File: config.mk
export PLATFORM = sky130hd
export DESIGN_NAME = pipe_ctrl_unit
export DESIGN_NICKNAME = d
export VERILOG_FILES = /design/src/rtl/pipe_ctrl_unit.sv
export SDC_FILE = /design/constraint.sdc
export NUM_CORES = 1
export LEC_CHECK = 0
export ABC_AREA = 1
export BUFFER_PORTS_ARGS = -buffer_cell sky130_fd_sc_hd__buf_2
export CORE_UTILIZATION = 44
export CTS_BUF_LIST = sky130_fd_sc_hd__clkbuf_8
export CTS_CLUSTER_DIAMETER = 60
export DETAILED_ROUTE_END_ITERATION = 7
export PLACE_DENSITY = 0.86
export REMOVE_ABC_BUFFERS = 1
export SLEW_MARGIN = 20
export SYNTH_ARGS = -nofsm -noshare
export SYNTH_HDL_FRONTEND = slang
export SYNTH_SLANG_ARGS = --single-unit
File: constraint.sdc
create_clock -name clk -period 1.48 [get_ports clk]
set_input_delay 0.296 -clock clk [delete_from_list [all_inputs] [get_ports clk]]
set_output_delay 0.296 -clock clk [all_outputs]
set_load 0.005 [all_outputs]
File: src/rtl/pipe_ctrl_unit.sv
// ID-stage control unit: decodes the instruction into a registered control word,
// detects load-use and mult/div hazards, and tracks mult/div unit occupancy.
module pipe_ctrl_unit #(
    parameter int ALUOP_W = 6,
    parameter int MD_LAT  = 4
) (
    input  logic               clk,
    input  logic               reset,
    input  logic [5:0]         opcode,
    input  logic [5:0]         funct,
    input  logic [4:0]         rs,
    input  logic [4:0]         rt,
    input  logic               id_valid,
    input  logic               ex_memread,
    input  logic [4:0]         ex_rt,
    input  logic               flush,
    output logic               Jump,
    output logic               Branch,
    output logic               MemRead,
    output logic               MemWrite,
    output logic               MemtoReg,
    output logic               RegDst,
    output logic               RegWrite,
    output logic               ALUSrc,
    output logic [ALUOP_W-1:0] AluOp,
    output logic               ctrl_valid,
    output logic               stall,
    output logic               md_busy
);

    localparam int CNT_W = $clog2(MD_LAT);

    localparam logic [0:0] ST_IDLE   = 1'b0;
    localparam logic [0:0] ST_MD_RUN = 1'b1;

    logic load, store, itype, btype, rtype, jtype;
    logic md_op, hilo_rd, lu_haz, md_haz, issue;
    logic [7:0]         ctrl_next;
    logic [4:0]         alu_low;
    logic [ALUOP_W-1:0] alu_next;

    logic [7:0]         ctrl_reg;
    logic [ALUOP_W-1:0] alu_reg;
    logic               valid_reg;
    logic [0:0]         state_reg;
    logic [CNT_W-1:0]   cnt_reg;

    assign load    = (opcode[5:3] == 3'b100);
    assign store   = (opcode[5:3] == 3'b101);
    assign itype   = (opcode[5:3] == 3'b001);
    assign btype   = (opcode[5:1] == 5'b00010);
    assign rtype   = (opcode == 6'b000000);
    assign jtype   = (opcode == 6'b000010);
    assign md_op   = rtype && (funct == 6'b011000 || funct == 6'b011010);
    assign hilo_rd = rtype && (funct == 6'b010000 || funct == 6'b010010);

    // Order: Jump, Branch, MemRead, MemWrite, MemtoReg, RegDst, RegWrite, ALUSrc
    assign ctrl_next = {jtype, btype, load, store, load,
                        rtype && !md_op,
                        load || itype || (rtype && !md_op),
                        load || store || itype};

    assign alu_low = {opcode[2:0], rtype || itype, btype || itype};

    generate
        for (genvar gi = 0; gi < ALUOP_W; gi++) begin : g_aluop
            if (gi < 5) begin : g_low
                assign alu_next[gi] = alu_low[gi];
            end else begin : g_high
                assign alu_next[gi] = 1'b0;
            end
        end
    endgenerate

    // rt only counts as a source for formats that actually read it
    assign lu_haz = ex_memread && (ex_rt != 5'd0) &&
                    ((ex_rt == rs) || ((ex_rt == rt) && (rtype || store || btype)));
    assign md_haz = (state_reg == ST_MD_RUN) && (md_op || hilo_rd);
    assign stall  = id_valid && !flush && (lu_haz || md_haz);
    assign issue  = id_valid && !flush && !stall;

    always_ff @(posedge clk) begin
        if (reset) begin
            ctrl_reg  <= '0;
            alu_reg   <= '0;
            valid_reg <= 1'b0;
            state_reg <= ST_IDLE;
            cnt_reg   <= '0;
        end else begin
            if (issue) begin
                ctrl_reg  <= ctrl_next;
                alu_reg   <= alu_next;
                valid_reg <= 1'b1;
            end else begin
                ctrl_reg  <= '0;
                alu_reg   <= '0;
                valid_reg <= 1'b0;
            end

            // Counter runs MD_LAT-1 down to 0, so MD_RUN lasts exactly MD_LAT cycles
            case (state_reg)
                ST_IDLE: begin
                    if (issue && md_op) begin
                        state_reg <= ST_MD_RUN;
                        cnt_reg   <= CNT_W'(MD_LAT - 1);
                    end
                end
                ST_MD_RUN: begin
                    if (cnt_reg == '0) begin
                        state_reg <= ST_IDLE;
                    end else begin
                        cnt_reg <= cnt_reg - 1'b1;
                    end
                end
                default: begin
                    state_reg <= ST_IDLE;
                    cnt_reg   <= '0;
                end
            endcase
        end
    end

    assign {Jump, Branch, MemRead, MemWrite, MemtoReg, RegDst, RegWrite, ALUSrc} = ctrl_reg;
    assign AluOp      = alu_reg;
    assign ctrl_valid = valid_reg;
    assign md_busy    = (state_reg == ST_MD_RUN);

endmodule

==> impl_summary.md, run 1 <==
Layout
The post-layout net count is 224. The filler cells instantiated in the layout total 107. The flip-flop count of the largest register, all copies and words added is 7.

The share of layout cells above drive strength 1 is about 52%. The finished cells cover ~1500 um^2. The antenna cell count is 0.

From synthesis to final layout, the design area changed by 79.8%.

Timing
The count of final max-slew check failures is 0. The share of the cycle needed by the critical path after routing is 109%. The final period demand of the worst path is 1610 ps. Across all hold checks on the routed design, the worst slack comes to 219 ps. Setup violations remaining at the end of the flow were counted as 1. After layout, the worst setup slack is -133 ps. The final count of hold timing violations is 0.

Setup repair after global routing could not meet its margin everywhere. Across the routed clock network, the largest skew measured is between 0.5 and 0.6 ps. The accumulated negative setup slack is -133 ps. The maximum clock frequency is approximately 620 MHz.

Clock tree
In this run, post-CTS hold repair placed 0 buffers. TritonCTS built the clock tree. Clock-pin slew was measured on the worst setup and hold paths at approximately 60 ps. The largest buffer count on any clock path is 2. The count of clock tree sinks is 16. Clock latency on the worst-skew pair, taken at its later pin, is 250 ps. In this run the number of H-tree levels came out at 1.

The clock root buffer is clkbuf_8. The TritonCTS buffer count is 3.

Floorplanning
The core region is ~1700 um^2. The die width is 45.3 um. The initial utilization of the core area, before any placement, comes to a little under half. The die is ~45 um tall.

During I/O placement, the number of pins put on the boundary was 49. The number of rows in the core area is 15. The area of the die is about 2000 um^2.

Synth
The cell area that synthesis handed to floorplanning was between 800 and 900 um^2. The library cell occupying the most area in the post-synthesis netlist is dfxtp_1. The count of synthesis-stage warnings from yosys is 0. Each instance of the synthesized netlist takes up on average about 7 um^2. The number of distinct standard cells referenced by the synthesized netlist is 24. After synthesis, the largest area contributor takes up about two fifths of total cell area. By area the synthesized netlist is led by dfxtp_1 (39%), nand2_1 (9.1%), inv_1 (8.7%).

After synthesis the netlist holds a flip-flop and latch count of 16. Sequential cells were found to cover just under 40% of the synthesized design area. The synthesized netlist cell count is ~120.

Routing
The initial detailed-routing violation count is 32. Dividing the detail-routed wire length by the instance count gives between 10 and 15 um. Before antenna repair, the detailed router went through 4 iterations.

The final wirelength is ~3.2 mm. The detail route stage leaves a number of antenna-violating nets equal to 0. The remaining routing DRC violations is 0. Dividing the detail-routed via count by the number of cells gives 5.21. The via count is 1114.

Worst setup path
For the worst setup path, the data arrival time is 1320 ps. By startpoint and endpoint, the worst setup path is classified as in -> out. The required time reported for the critical path endpoint is roughly 1200 ps. The element type at the critical path end is an output pin.

Along the worst path, the maximum fanout reaches 3. The worst setup path is launched from a primary input.

GRT
The global routing usage summed across all routing layers is about a quarter. Entering global routing, the biggest net connects 14 pins. The number of antenna violations at the first check in global routing is 0. The first global-routing pass estimated around 3.5 mm of wire. The number of global-route vias before repair was between 800 and 900. The global-route congestion overflow total is 0.

Place
Prior to clock tree synthesis, the placed netlist has a worst setup slack of -183 ps. In this run the cell area measured after placement is between 1000 and 1500 um^2. In this run the tool buffered the top-level ports with 46 buffer cells.

The wire-length estimate of the detail-placed layout is 1.54 mm. The last weighted congestion value of the routability-driven placer is ~0.81.

Power and ir drop
The overall power is around 1000 uW. Summed over all cells, the static leakage comes to 0.000780 uW. In this run the power density over the cells is 661 nW/um^2. Across the VDD grid, the largest voltage drop is 0.689 mV.

Run
The total of max-cap violations is 0.

Hold path
In this run the worst hold path is classified as in -> reg.

Outcome
The final reports fail on setup timing. The flow ran to the end, but the final reports show violations.
per-stage QoR:
stage | util, % | cells
after floorplan | - | 113
after global placement | 65.8 | 196
after detailed placement | 65.8 | 196
after CTS | 78.2 | 214
after global routing | 84.8 | 214
final | 84.8 | 214
layout by cell type, fill, tap and decap left out, drive strengths merged:
cell / instances
a21boi: 1
a21oi: 7
buf: 72
clkbuf: 3
conb: 1
dfxtp: 16
ha: 1
inv: 21
nand2: 21
nand3: 12
nand4: 2
nor2: 17
nor3: 3
nor3b: 1
nor4: 1
o21ai: 2
o31ai: 1
or2: 1
xnor2: 4
xor2: 2
synth_stat cells:
cell	n
nand2_1	20
inv_1	19
dfxtp_1	16
nor2_1	16
nand3_1	9
a21oi_1	7
xnor2_1	4
nor3_1	3
buf_4	2
inv_2	2
nand3_2	2
nand4_1	2
o21ai_0	2
xor2_1	2
a21boi_2	1
buf_6	1
conb_1	1
ha_1	1
nand2_2	1
nor2_2	1
nor3b_1	1
nor4_1	1
o31ai_2	1
or2_0	1
critical path, stage by stage:
cell	delay, ps
buf_2	120
nor2_1	200
nand3_4	130
inv_2	80
nand3_2	70
a21boi_2	180
nor3_2	110
buf_2	140
per-layer routing:
layer | wire [um] | GRT usage [%]
met1 | 1070 | 24.8
met2 | 1700 | 45.2
met3 | 241 | 6.00
met4 | 178 | 15.2
met5 | 0 | 0
final timing paths:
check                               start                 endpoint  slack [ps]  cells past startpoint
setup / recovery                opcode[1]                    stall        -130                      8
hold / removal                      reset       md_busy$_SDFF_PP0_         220                      2
setup reg to reg       md_busy$_SDFF_PP0_   ctrl_reg[1]$_SDFF_PP0_         240                      5
hold reg to reg   cnt_reg[0]$_SDFFE_PP0P_  cnt_reg[0]$_SDFFE_PP0P_         540                      3
power breakdown:
group | switching (uW) | internal (uW) | total (uW)
Clock | 141 | 180 | 321
Sequential | 1.84 | 437 | 439
Combinational | 107 | 113 | 219
Total | 249 | 730 | 979
logic make-up after synthesis:
logic type / after synthesis / synth area share (%)
other cells: 1 / 0.455
compound gates: 11 / 8.36
xor+xnor: 6 / 6.38
simple gates: 57 / 31.6
buf+inv: 24 / 12.8
flops: 16 / 38.9
fa+ha+maj: 1 / 1.52
layout make-up:
type	count	area (um^2)	share of cell area, %
clock buffers	3	41.3	2.79
inverters	21	78.8	5.33
multi-input cells	77	504	34.1
flip-flops and latches	16	320	21.6
well taps	25	31.3	2.11
repair buffers	72	504	34.1
repair_timing:
item,in CTS,in global routing
setup endpoints to repair,1,14
cloned,0,1
hold endpoints to repair,0,0
pin swaps,12,13
buffers inserted,15,3
gates resized for setup,15,27
Power figures use the tool's default switching activity.
==> inputs of run 2 (changes only) <==
--- a/config.mk
+++ b/config.mk
@@ -7,10 +7,13 @@
 export LEC_CHECK = 0
 export ABC_AREA = 1
 export BUFFER_PORTS_ARGS = -buffer_cell sky130_fd_sc_hd__buf_2
+export CORE_ASPECT_RATIO = 1.4
 export CORE_UTILIZATION = 44
 export CTS_BUF_LIST = sky130_fd_sc_hd__clkbuf_8
 export CTS_CLUSTER_DIAMETER = 60
 export DETAILED_ROUTE_END_ITERATION = 7
+export HOLD_SLACK_MARGIN = 0.02
+export MAX_ROUTING_LAYER = met4
 export PLACE_DENSITY = 0.86
 export REMOVE_ABC_BUFFERS = 1
 export SLEW_MARGIN = 20
==> run 2 against run 1 <==
- the flow still finishes with violations (setup timing)
- core utilization fell by 11 points
- total power down 4.4%
- global-route usage decreased by 2.0 points
- worst hold slack worse by 2.1 ps
- combinational power down 17%
- final cell count is 7.0% lower
- register-to-register slack about the same
- critical path depth up 2
- sequential power barely moved
==> impl_summary.md, run 2 (synthesis results as in run 1) <==
GRT
In the global route stage, overall resource usage came out at between 20% and 30%. The number of antenna violations at the first check in global routing was 0. The total overflow left after global routing is 0. The number of global-route vias before repair is just under 900.

The largest net degree at the start of global routing is 11. The first global-routing pass estimated ~3.3 mm of wire.

Routing
For this block, the routed nets add up to 2.03 mm of wire. In the routed layout, each cell is associated on average with a via count of ~4.8. The count of nets left with antenna violations after detail routing is 0.

The via count is approximately 950. In the final routed layout, each cell accounts on average for 10.2 um. In the routed design, unresolved DRC markers number 0. The initial detailed-routing violation count is 10. The number of search-and-repair iterations in the first detailed-routing pass is 4.

Timing
The count of final max-slew check failures came to 0. Setup violations remaining at the end of the flow were counted as 1. The final critical path takes up 105% of the cycle. Setup repair after global routing could not meet its margin everywhere. The final period demand of the worst path is between 1500 and 2000 ps. The final worst-path setup slack is -67.2 ps. Between clock sinks in the finished design, the worst skew comes to about 0.93 ps. The maximum clock frequency is about 650 MHz. The final count of hold timing violations is 0.

Clock tree
The clock tree from TritonCTS is built. The clock latency at the later pin of the worst-skew pair is roughly 250 ps. The clock root buffer is clkbuf_8. The TritonCTS buffer count is 3. Counting every sink on the clock net gives 16. In this run the number of H-tree levels came out at 1.

After clock tree synthesis, the clock-pin slew on the worst setup and hold paths is 60 ps. The clock passes through at most 2 buffers.

Worst setup path
The setup path with the least slack is of type in -> out. The kind of launch point of the worst setup path is a primary input. The element type at the critical path end is an output pin. Of all nets on the critical path, the largest fanout is 3. The required time reported for the critical path endpoint is roughly 1200 ps. The arrival time at the worst endpoint is between 1000 and 1500 ps.

Place
The minimum setup slack after placement is -197 ps. The number of input and output port buffers inserted is 46. The detailed placer's ending HPWL is about 1.6 mm. After detailed placement, the total cell area comes to between 1000 and 1500 um^2.

At the end of routability-driven placement, the weighted congestion stood at ~0.74.

Floorplanning
The area of the die is 2050 um^2. The number of top-level pins is between 40 and 50. The number of rows in the core area is 18.

From left edge to right edge, the die measures between 30 and 40 um. The placeable core region is ~1800 um^2. From bottom edge to top edge, the die measures between 50 and 60 um.

The initial utilization of the core area, before any placement, comes to between 40 and 50%.

Layout
The library cells used most frequently in the layout, excluding fill and tap cells, are buf_2 (43), nand2_1 (20), buf_4 (17). In the final layout, the share of cells above drive strength 1 is approximately 46%. The repair_antennas step left the layout with diodes totalling 0. The flip-flop count of the largest register, all copies and words added is 7.

The library cell used most frequently in the layout, excluding fill and tap cells, is buf_2. The final layout contains between 200 and 250 nets. The growth of design area from synthesis to finish is 58.5%. Once layout is done, the placed cells without fillers occupy 1310 um^2.

Power and ir drop
Across the VDD grid, the largest voltage drop is between 0.4 and 0.5 mV. For this design the ratio of total power to cell area is just over 700 nW/um^2. Summed over all cells, the static leakage comes to about 0.00072 uW.

Outcome
The run finished, with violations left. The final reports fail on setup timing.

Run
The tool flagged a number of max-cap violations equal to 0.

Hold path
The min-delay analysis places its worst path in the category in -> reg.
[run 2: through the flow]
step                      hold slack (ps)  power, uW  setup TNS [ps]  std cells  utilization [%]
final                                 217        936           -67.2        199             74.3
after CTS                             214        931            -145        199             72.2
after detailed placement              476        607            -945        195             67.5
after global placement                465        600            -310        195             67.5
after floorplan                       365        509               0        113                -
after global routing                  218        977            -143        199             74.3
[run 2: per-layer routing]
layer | global-route usage (%) | part of all wire (%) | vias up
met3 | 1.26 | 5.6 | 2
met5 | - | 0 | -
li1 | - | - | 484
met4 | 6.90 | 0.98 | 0
met1 | 21.6 | 36 | 416
met2 | 45.8 | 58 | 44
[run 2: worst max-delay path: stages]
cell,delay [ps]
buf_2,130
buf_4,140
inv_2,50
nand4_1,120
nand3_1,90
nand2_1,60
nand2_2,90
a21boi_4,60
nor3_2,90
buf_2,130
[run 2: final timing paths]
kind              depth (start not counted)                 endpoint  slack [ps]                    start
setup / recovery                         10                    stall         -70                opcode[5]
hold / removal                            2       md_busy$_SDFF_PP0_         220                    reset
setup reg to reg                          6   ctrl_reg[5]$_SDFF_PP0_         250       md_busy$_SDFF_PP0_
hold reg to reg                           3  cnt_reg[0]$_SDFFE_PP0P_         530  cnt_reg[0]$_SDFFE_PP0P_
[run 2: report_power, final]
part / internal (uW) / switching (uW)
Combinational: 93.0 / 87.8
Clock: 180 / 136
Sequential: 437 / 1.25
Total: 710 / 226
[run 2: cell type report]
class	instances	area, um^2
clock buffers	3	41.3
fillers	131	452
inverters	21	78.8
multi-input cells	76	454
flip-flops and latches	16	320
well taps	20	25.0
repair buffers	63	385
[run 2: what timing repair did]
| item | 4_1_cts | 5_1_grt |
|---|---|---|
| setup buffers | 1 | 0 |
| pin swaps | 6 | 8 |
| endpoints found under the hold margin | 0 | 0 |
| resized for setup | 7 | 11 |
| hold buffers | 0 | 0 |
| setup endpoints to repair | 1 | 4 |
